`src/rtl/fpu_uni_pack.sv`:
```
// fpu_uni_pack: normalises an FPALU unified-format result and packs it as
// {sgn, exp[5:0], man[21:0]} behind valid/ready handshakes on both sides.
// Optional build macro FPU_PACK_FLUSH_EN: when defined, results that would
// leave normalisation as denormals are flushed to signed zero.
module fpu_uni_pack #(
  parameter int STEP = 4
) (
  input  logic        clk,
  input  logic        rst_n,
  input  logic        in_valid,
  output logic        in_ready,
  input  logic        in_sgn,
  input  logic [5:0]  in_exp,
  input  logic [21:0] in_man_dn,
  output logic        out_valid,
  input  logic        out_ready,
  output logic [28:0] out_word,
  output logic        out_zero,
  output logic        out_denorm
);

  typedef enum logic [1:0] {IDLE, NORM, DONE} state_t;

  localparam logic [5:0] STEP_W = 6'(STEP);

  state_t      state_q, state_d;
  logic        sgn_q, sgn_d;
  logic [5:0]  exp_q, exp_d;
  logic [21:0] man_q, man_d;
  logic        out_valid_q, out_valid_d;
  logic [28:0] out_word_q, out_word_d;
  logic        out_zero_q, out_zero_d;
  logic        out_denorm_q, out_denorm_d;
  logic [5:0]  lz;
  logic [5:0]  shamt;

  // Leading-zero count of the working mantissa (22 when it is zero).
  always_comb begin
    lz = 6'd22;
    for (int i = 0; i < 22; i++) begin
      if (man_q[i]) lz = 6'(21 - i);
    end
  end

  // Per-cycle shift: bounded by the zero count, STEP and the exponent so the
  // exponent bottoms out at 0 instead of wrapping.
  always_comb begin
    shamt = lz;
    if (STEP_W < shamt) shamt = STEP_W;
    if (exp_q < shamt) shamt = exp_q;
  end

  // Next-state and datapath: capture, iterative normalise, hold until taken.
  always_comb begin
    state_d      = state_q;
    sgn_d        = sgn_q;
    exp_d        = exp_q;
    man_d        = man_q;
    out_valid_d  = out_valid_q;
    out_word_d   = out_word_q;
    out_zero_d   = out_zero_q;
    out_denorm_d = out_denorm_q;
    case (state_q)
      IDLE: begin
        if (in_valid) begin
          sgn_d   = in_sgn;
          exp_d   = in_exp;
          man_d   = in_man_dn;
          state_d = NORM;
        end
      end
      NORM: begin
        if (man_q == 22'd0 || man_q[21] || exp_q == 6'd0) begin
          // Zero mantissa collapses to signed zero; sign is kept.
          if (man_q == 22'd0) exp_d = 6'd0;
          state_d      = DONE;
          out_valid_d  = 1'b1;
          out_word_d   = {sgn_q, exp_d, man_d};
          out_zero_d   = (man_d == 22'd0);
          out_denorm_d = (exp_d == 6'd0) && (man_d != 22'd0);
`ifdef FPU_PACK_FLUSH_EN
          if (exp_d == 6'd0 && man_d != 22'd0) begin
            out_word_d   = {sgn_q, 28'd0};
            out_zero_d   = 1'b1;
            out_denorm_d = 1'b0;
          end
`endif
        end else begin
          man_d = man_q << shamt;
          exp_d = exp_q - shamt;
        end
      end
      DONE: begin
        if (out_valid_q && out_ready) begin
          out_valid_d = 1'b0;
          state_d     = IDLE;
        end
      end
      default: state_d = IDLE;
    endcase
  end

  // State and data registers; reset aborts any transaction in flight.
  always_ff @(posedge clk or negedge rst_n) begin
    if (!rst_n) begin
      state_q      <= IDLE;
      sgn_q        <= 1'b0;
      exp_q        <= 6'd0;
      man_q        <= 22'd0;
      out_valid_q  <= 1'b0;
      out_word_q   <= 29'd0;
      out_zero_q   <= 1'b0;
      out_denorm_q <= 1'b0;
    end else begin
      state_q      <= state_d;
      sgn_q        <= sgn_d;
      exp_q        <= exp_d;
      man_q        <= man_d;
      out_valid_q  <= out_valid_d;
      out_word_q   <= out_word_d;
      out_zero_q   <= out_zero_d;
      out_denorm_q <= out_denorm_d;
    end
  end

  assign in_ready   = (state_q == IDLE);
  assign out_valid  = out_valid_q;
  assign out_word   = out_word_q;
  assign out_zero   = out_zero_q;
  assign out_denorm = out_denorm_q;

endmodule

```
`config.mk`:
```
export PLATFORM = sky130hd
export DESIGN_NAME = fpu_uni_pack
export DESIGN_NICKNAME = d
export VERILOG_FILES = /design/src/rtl/fpu_uni_pack.sv
export SDC_FILE = /design/constraint.sdc
export NUM_CORES = 1
export LEC_CHECK = 0
export BUFFER_PORTS_ARGS = -buffer_cell sky130_fd_sc_hd__buf_4
export CORE_MARGIN = 1.5
export CORE_UTILIZATION = 50
export DETAILED_ROUTE_END_ITERATION = 10
export PLACE_DENSITY = 0.71
export SYNTH_ARGS = -nofsm -noshare
export SYNTH_HDL_FRONTEND = slang
export SYNTH_SLANG_ARGS = --single-unit
```
`constraint.sdc`:
```
create_clock -name clk -period 5.35 [get_ports clk]
set_input_delay 0.2675 -clock clk [delete_from_list [all_inputs] [get_ports clk]]
set_output_delay 0.2675 -clock clk [all_outputs]
set_load 0.03 [all_outputs]
```
======== Yosys cells after proc, flatten, opt, wreduce, memory -nomap -nowiden ========
Index checks and enable logic that the tools add are counted.
word-level totals
  bits in registers ....................... 63
  input bits .............................. 33
  logic and storage cells ................. 75
operators by class
  $add $sub $neg .......................... 1
  $lt $le $gt $ge ......................... 2
  equal/unequal tests ..................... 6
  shifts and indexed selects .............. 1
  mux-type cells .......................... 40
  reduce and logical (&&, ||, !) cells .... 17
operator list
  operator                                             count
  2-to-1 mux 6 bit                                     27
  2-to-1 mux 22 bit                                    2
  one-hot mux 22 bit (2 select lines)                  1
  zero test 22 bit                                     1
  nonzero test 22 bit                                  1
  << shifter 22 x 6 -> 22 bit                          1
  zero test 6 bit                                      2
  one-hot mux 6 bit (2 select lines)                   1
  2-to-1 mux 2 bit                                     5
  AND reduction 3 bit                                  3
  inequality test 2 bit, second input constant         4
  < comparator 3 x 6 -> 1 bit, first input constant    1
  < comparator 6 bit                                   1
  one-hot mux 2 bit (3 select lines)                   1
  AND reduction 2 bit                                  3
  subtractor 6 bit                                     1
  nonzero test 2 bit                                   2
  equality test 2 x 1 -> 1 bit, second input constant  1
  equality test 2 bit, second input constant           1
  logical AND 1 bit                                    2
  zero test 2 bit                                      1
  logical OR 1 bit                                     2
  2-to-1 mux 1 bit                                     2
  one-hot mux 1 bit (2 select lines)                   1

======== Depth between registers and ports, before layout ========
  depth in word-level cells ............... 29
  mapped depth ............................ 20
  depth with buffers taken out ............ 16

======== Worst setup path before layout ========
OpenSTA, ideal clock, no wires.
  kind .................................... reg-to-reg
  start ................................... reg man_q[20]
  end ..................................... reg exp_q[5]
  setup time .............................. 0.126 ns
  data arrival time ....................... 4.068 ns
  required time ........................... 5.224 ns
  slack ................................... 1.156 ns
  stages on the path, launching flop included .. 20
  buffers on the path ..................... 3
  cells stage by stage .................... dfrtp_1 > buf_2 > nor4_1 > inv_1 > ha_1 > and3_1 > and2_4 > buf_6 > a21oi_4 > mux2i_4 > inv_2 > buf_2 > ha_1 > nor2b_1 > o21ai_0 > nand2b_1 > a21o_1 > a211oi_1 > o22ai_1 > a221o_1
on the way
  word-level cells in the longest chain between the ends .. 9
ends and longest elaborated chain
  item                                  line  source
  from (decl)                           29    logic [21:0] man_q, man_d;
  from (signal assigned)                118   man_q <= man_d;
  2-to-1 mux 6 bit (2 in series)        41    if (man_q[i]) lz = 6'(21 - i);
  < comparator 3 x 6 -> 1 bit           49    if (STEP_W < shamt) shamt = STEP_W;
  2-to-1 mux 6 bit                      49
  < comparator 6 bit                    50    if (exp_q < shamt) shamt = exp_q;
  2-to-1 mux 6 bit                      50
  subtractor 6 bit                      90    exp_d = exp_q - shamt;
  2-to-1 mux 6 bit *                    73    if (man_q == 22'd0 || man_q[21] || exp_q == 6'd0) begin
  one-hot mux 6 bit (2 select lines) *  63    case (state_q)
  to (signal assigned)                  117   exp_q <= exp_d;
  to (decl)                             28    logic [5:0] exp_q, exp_d;
Every way passes the cells marked *; elsewhere a longest branch is shown, timed or not. The select of a mux whose other input is x is not followed.
A chain may end at the register's enable or synchronous reset.

======== Final worst setup path ========
Ends and elaborated chain as after synthesis.

==> results.py <==
metrics = {
    "timing": {
        "timing.hold.ws_ps": -7.54,
        "maxSlewViolCount": 0,
        "rsz0062_at_grt": "false",
        "fin_crit_sh": 0.841,
        "hold_violations": 2,
        "setup_viol": 0,
        "worst_pin_slew_ps": 1020,
        "timing.setup.tns_ps": 0,
        "max_slew_margin": 0.320,
        "fmax_ghz": 0.222,
        "fin_crit_ps": 4500,
        "fin_worst_skew_ps": 9.18,
    },
    "cts": {
        "cts_resized": 0,
        "clockBufferDepth": 2,
        "cts_setup_buffers": 0,
        "ctsHoldBuffers": 0,
        "tritoncts": "yes",
        "cts_made_buffers": 9,
        "cts.sinks": 63,
        "clkSlewWorstSetupHoldPaths_ps": 70,
        "clock_latency_ps": 360,
        "htree_levels": 3,
        "clock-root-buffer": "clkbuf_8",
    },
    "die": {
        "die_h_um": 96.9,
        "die_x_um": 96.9,
        "fp.dieArea_um2": 9390,
        "core-area_um2": 8640,
        "initial_core_util": 0.510,
        "row_count": 34,
        "io_pins": 66,
    },
    "final_layout": {
        "stdcell_area_um2": 5120,
        "final_util": 0.593,
        "num-nets-final": 580,
        "antennaDiodeCount": 0,
        "n_fill_cell": 784,
        "final_cell_mix": "buf_4 (72), dfrtp_1 (63), nand2_1 (53)",
        "final_common_cell": "buf_4",
        "syn_to_final_growth_pct": 16.2,
        "final_layout_size_suffix_gt1_frac": 0.249,
    },
    "place": {
        "post_dp_cell_area_um2": 4930,
        "port_buffers": 65,
        "place.gp.congestion": 0.959,
        "dpl.hpwl_um": 9920,
    },
    "setup_path": {
        "cp.arrival_ps": 4740,
        "critPathLaunchType": "flip-flop",
        "critPathRequiredTime_ps": 5590,
        "cp_max_fo": 25,
        "crit_type": "flip-flop to flip-flop",
        "cp-end-kind": "flip-flop",
    },
    "synthesis": {
        "synth_warnings": 0,
        "synth_area_leaders": "dfrtp_1 (36%), mux2_2 (6.9%), nand2_1 (4.5%)",
        "synth_edf_count": 0,
        "syn_area_per_cell_um2": 9.07,
        "synth_cell_types": 70,
        "synth_area_um2": 4410,
        "syn_inst": 486,
        "synth_top_cell_area_share": 0.358,
        "synthArstFlopShare": 1.00,
        "ys_ff_latch": 63,
        "yosysSeqAreaShare": 0.358,
        "ys.flop_type": "dfrtp_1",
        "synth_area_leader_cell": "dfrtp_1",
    },
    "routing": {
        "drcViolationCount": 0,
        "via_per_inst": 6.59,
        "via_count": 4281,
        "firstDrtPassIters": 5,
        "ant_nets": 0,
        "routedWlPerCell_um": 21.5,
        "drtIter0Drc": 292,
        "wirelength_um": 14000,
    },
    "run_status": {
        "status": "finished, violations left",
        "violations": "hold timing",
    },
    "grt": {
        "antenna_found_initial": 0,
        "track_usage": 0.305,
        "grt_max_degree": 64,
        "gr-total-overflow": 0,
        "grt_pass1_vias": 4119,
        "grt_pass1_wl_um": 22400,
    },
    "pwr": {
        "peakVddDrop_uv": 109,
        "powerDensity_nw_per_um2": 182,
        "power_w": 0.000934,
        "power_leakage_nw": 2.30,
    },
    "run": {
        "cap_violations": 0,
    },
    "min_path": {
        "hp-class": "input port to asynchronous set/reset pin",
    },
}
state kept, by name, summed over array words and instances (netlist names):
signal      flops
out_denorm      1
out_valid       1
state_q         2
out_word       29
man_q          22
out_zero        1
sgn_q           1
exp_q           6
final timing paths:
check / startpoint / end / slack, ps / depth (start not counted)
min reg2reg: out_word[25] / out_word[25] / 480 / 2
max: man_q[20] / exp_q[5] / 850 / 16
min in group clk: in_man_dn[0] / man_q[0] / 130 / 3
min: rst_n / out_word[4] / -8 / 1
max reg2reg: man_q[20] / exp_q[5] / 850 / 16
max in group asynchronous: rst_n / out_word[23] / 4820 / 1
where the power goes:
part / internal, W / switching (W)
Sequential: 0.000476 / 0
Combinational: 0.0000161 / 0.0000145
Clock: 0.000225 / 0.000202
Total: 0.000717 / 0.000217
per-stage QoR:
step	worst slack [ps]	cells	hold slack (ps)
floorplan	1160	487	-28.1
global placement	1100	634	401
detailed placement	896	634	418
CTS	897	650	32.0
global route	412	650	68.0
finish	848	650	-7.54
worst max-delay path, cell delays in order, from the launching register on:
cell      delay (ps)
dfrtp_1          520
nor4_1           470
inv_1            150
ha_1             310
nand4_1          120
nand3_2          300
a21oi_4          370
mux2i_4          300
inv_2            210
ha_1             330
nor2b_1          120
o21ai_0          140
nand2b_1         110
a21o_1           190
a211oi_1         270
o22ai_1          130
a221o_1          330
Yosys cell counts, drive strengths merged, types with 3 or more instances:
master	number
a21boi	6
nor2	19
inv	14
a21oi	35
a222oi	3
mux2	27
mux2i	15
clkinv	3
and2	12
a31oi	5
nor4	6
o31ai	6
nand2	56
mux4	3
o21ai	30
dfrtp	63
a22oi	4
clkbuf	16
ha	9
a221o	4
a2111o	4
nand4	4
a32oi	4
o22ai	10
a2bb2oi	4
o221ai	3
nor3	13
a211oi	10
o211ai	11
a211o	3
a2111oi	4
and3	14
nand3	16
a21o	6
nor2b	6
buf	17
cell type report:
class / instances / area (µm²) / share of cell area
Clock buffer: 10 / 138 / 0.0269
Sequential cell: 63 / 1580 / 0.308
Multi-Input combinational cell: 374 / 2610 / 0.509
Clock inverter: 6 / 60.1 / 0.0117
Inverter: 17 / 65.1 / 0.0127
Timing Repair Buffer: 72 / 541 / 0.105
Tap cell: 108 / 135 / 0.0264
cells by family after synthesis:
group,after synthesis,share of synthesized area
AO/OA/AOI/OAI,162,0.260
AND/OR/NAND/NOR,152,0.173
flip-flops,63,0.358
buffers and inverters,50,0.0514
multiplexers,45,0.121
adder cells (fa/ha/maj),10,0.0301
XOR/XNOR,3,0.00596
other,1,0.000851
metal layers:
metal	routed length, µm	track usage	part of all wire
met5	0	0	0
met4	453	0.130	0.032
met3	1070	0.0535	0.077
met2	6480	0.479	0.46
met1	5940	0.414	0.43
Note: power is estimated with default switching activity, not from simulation.
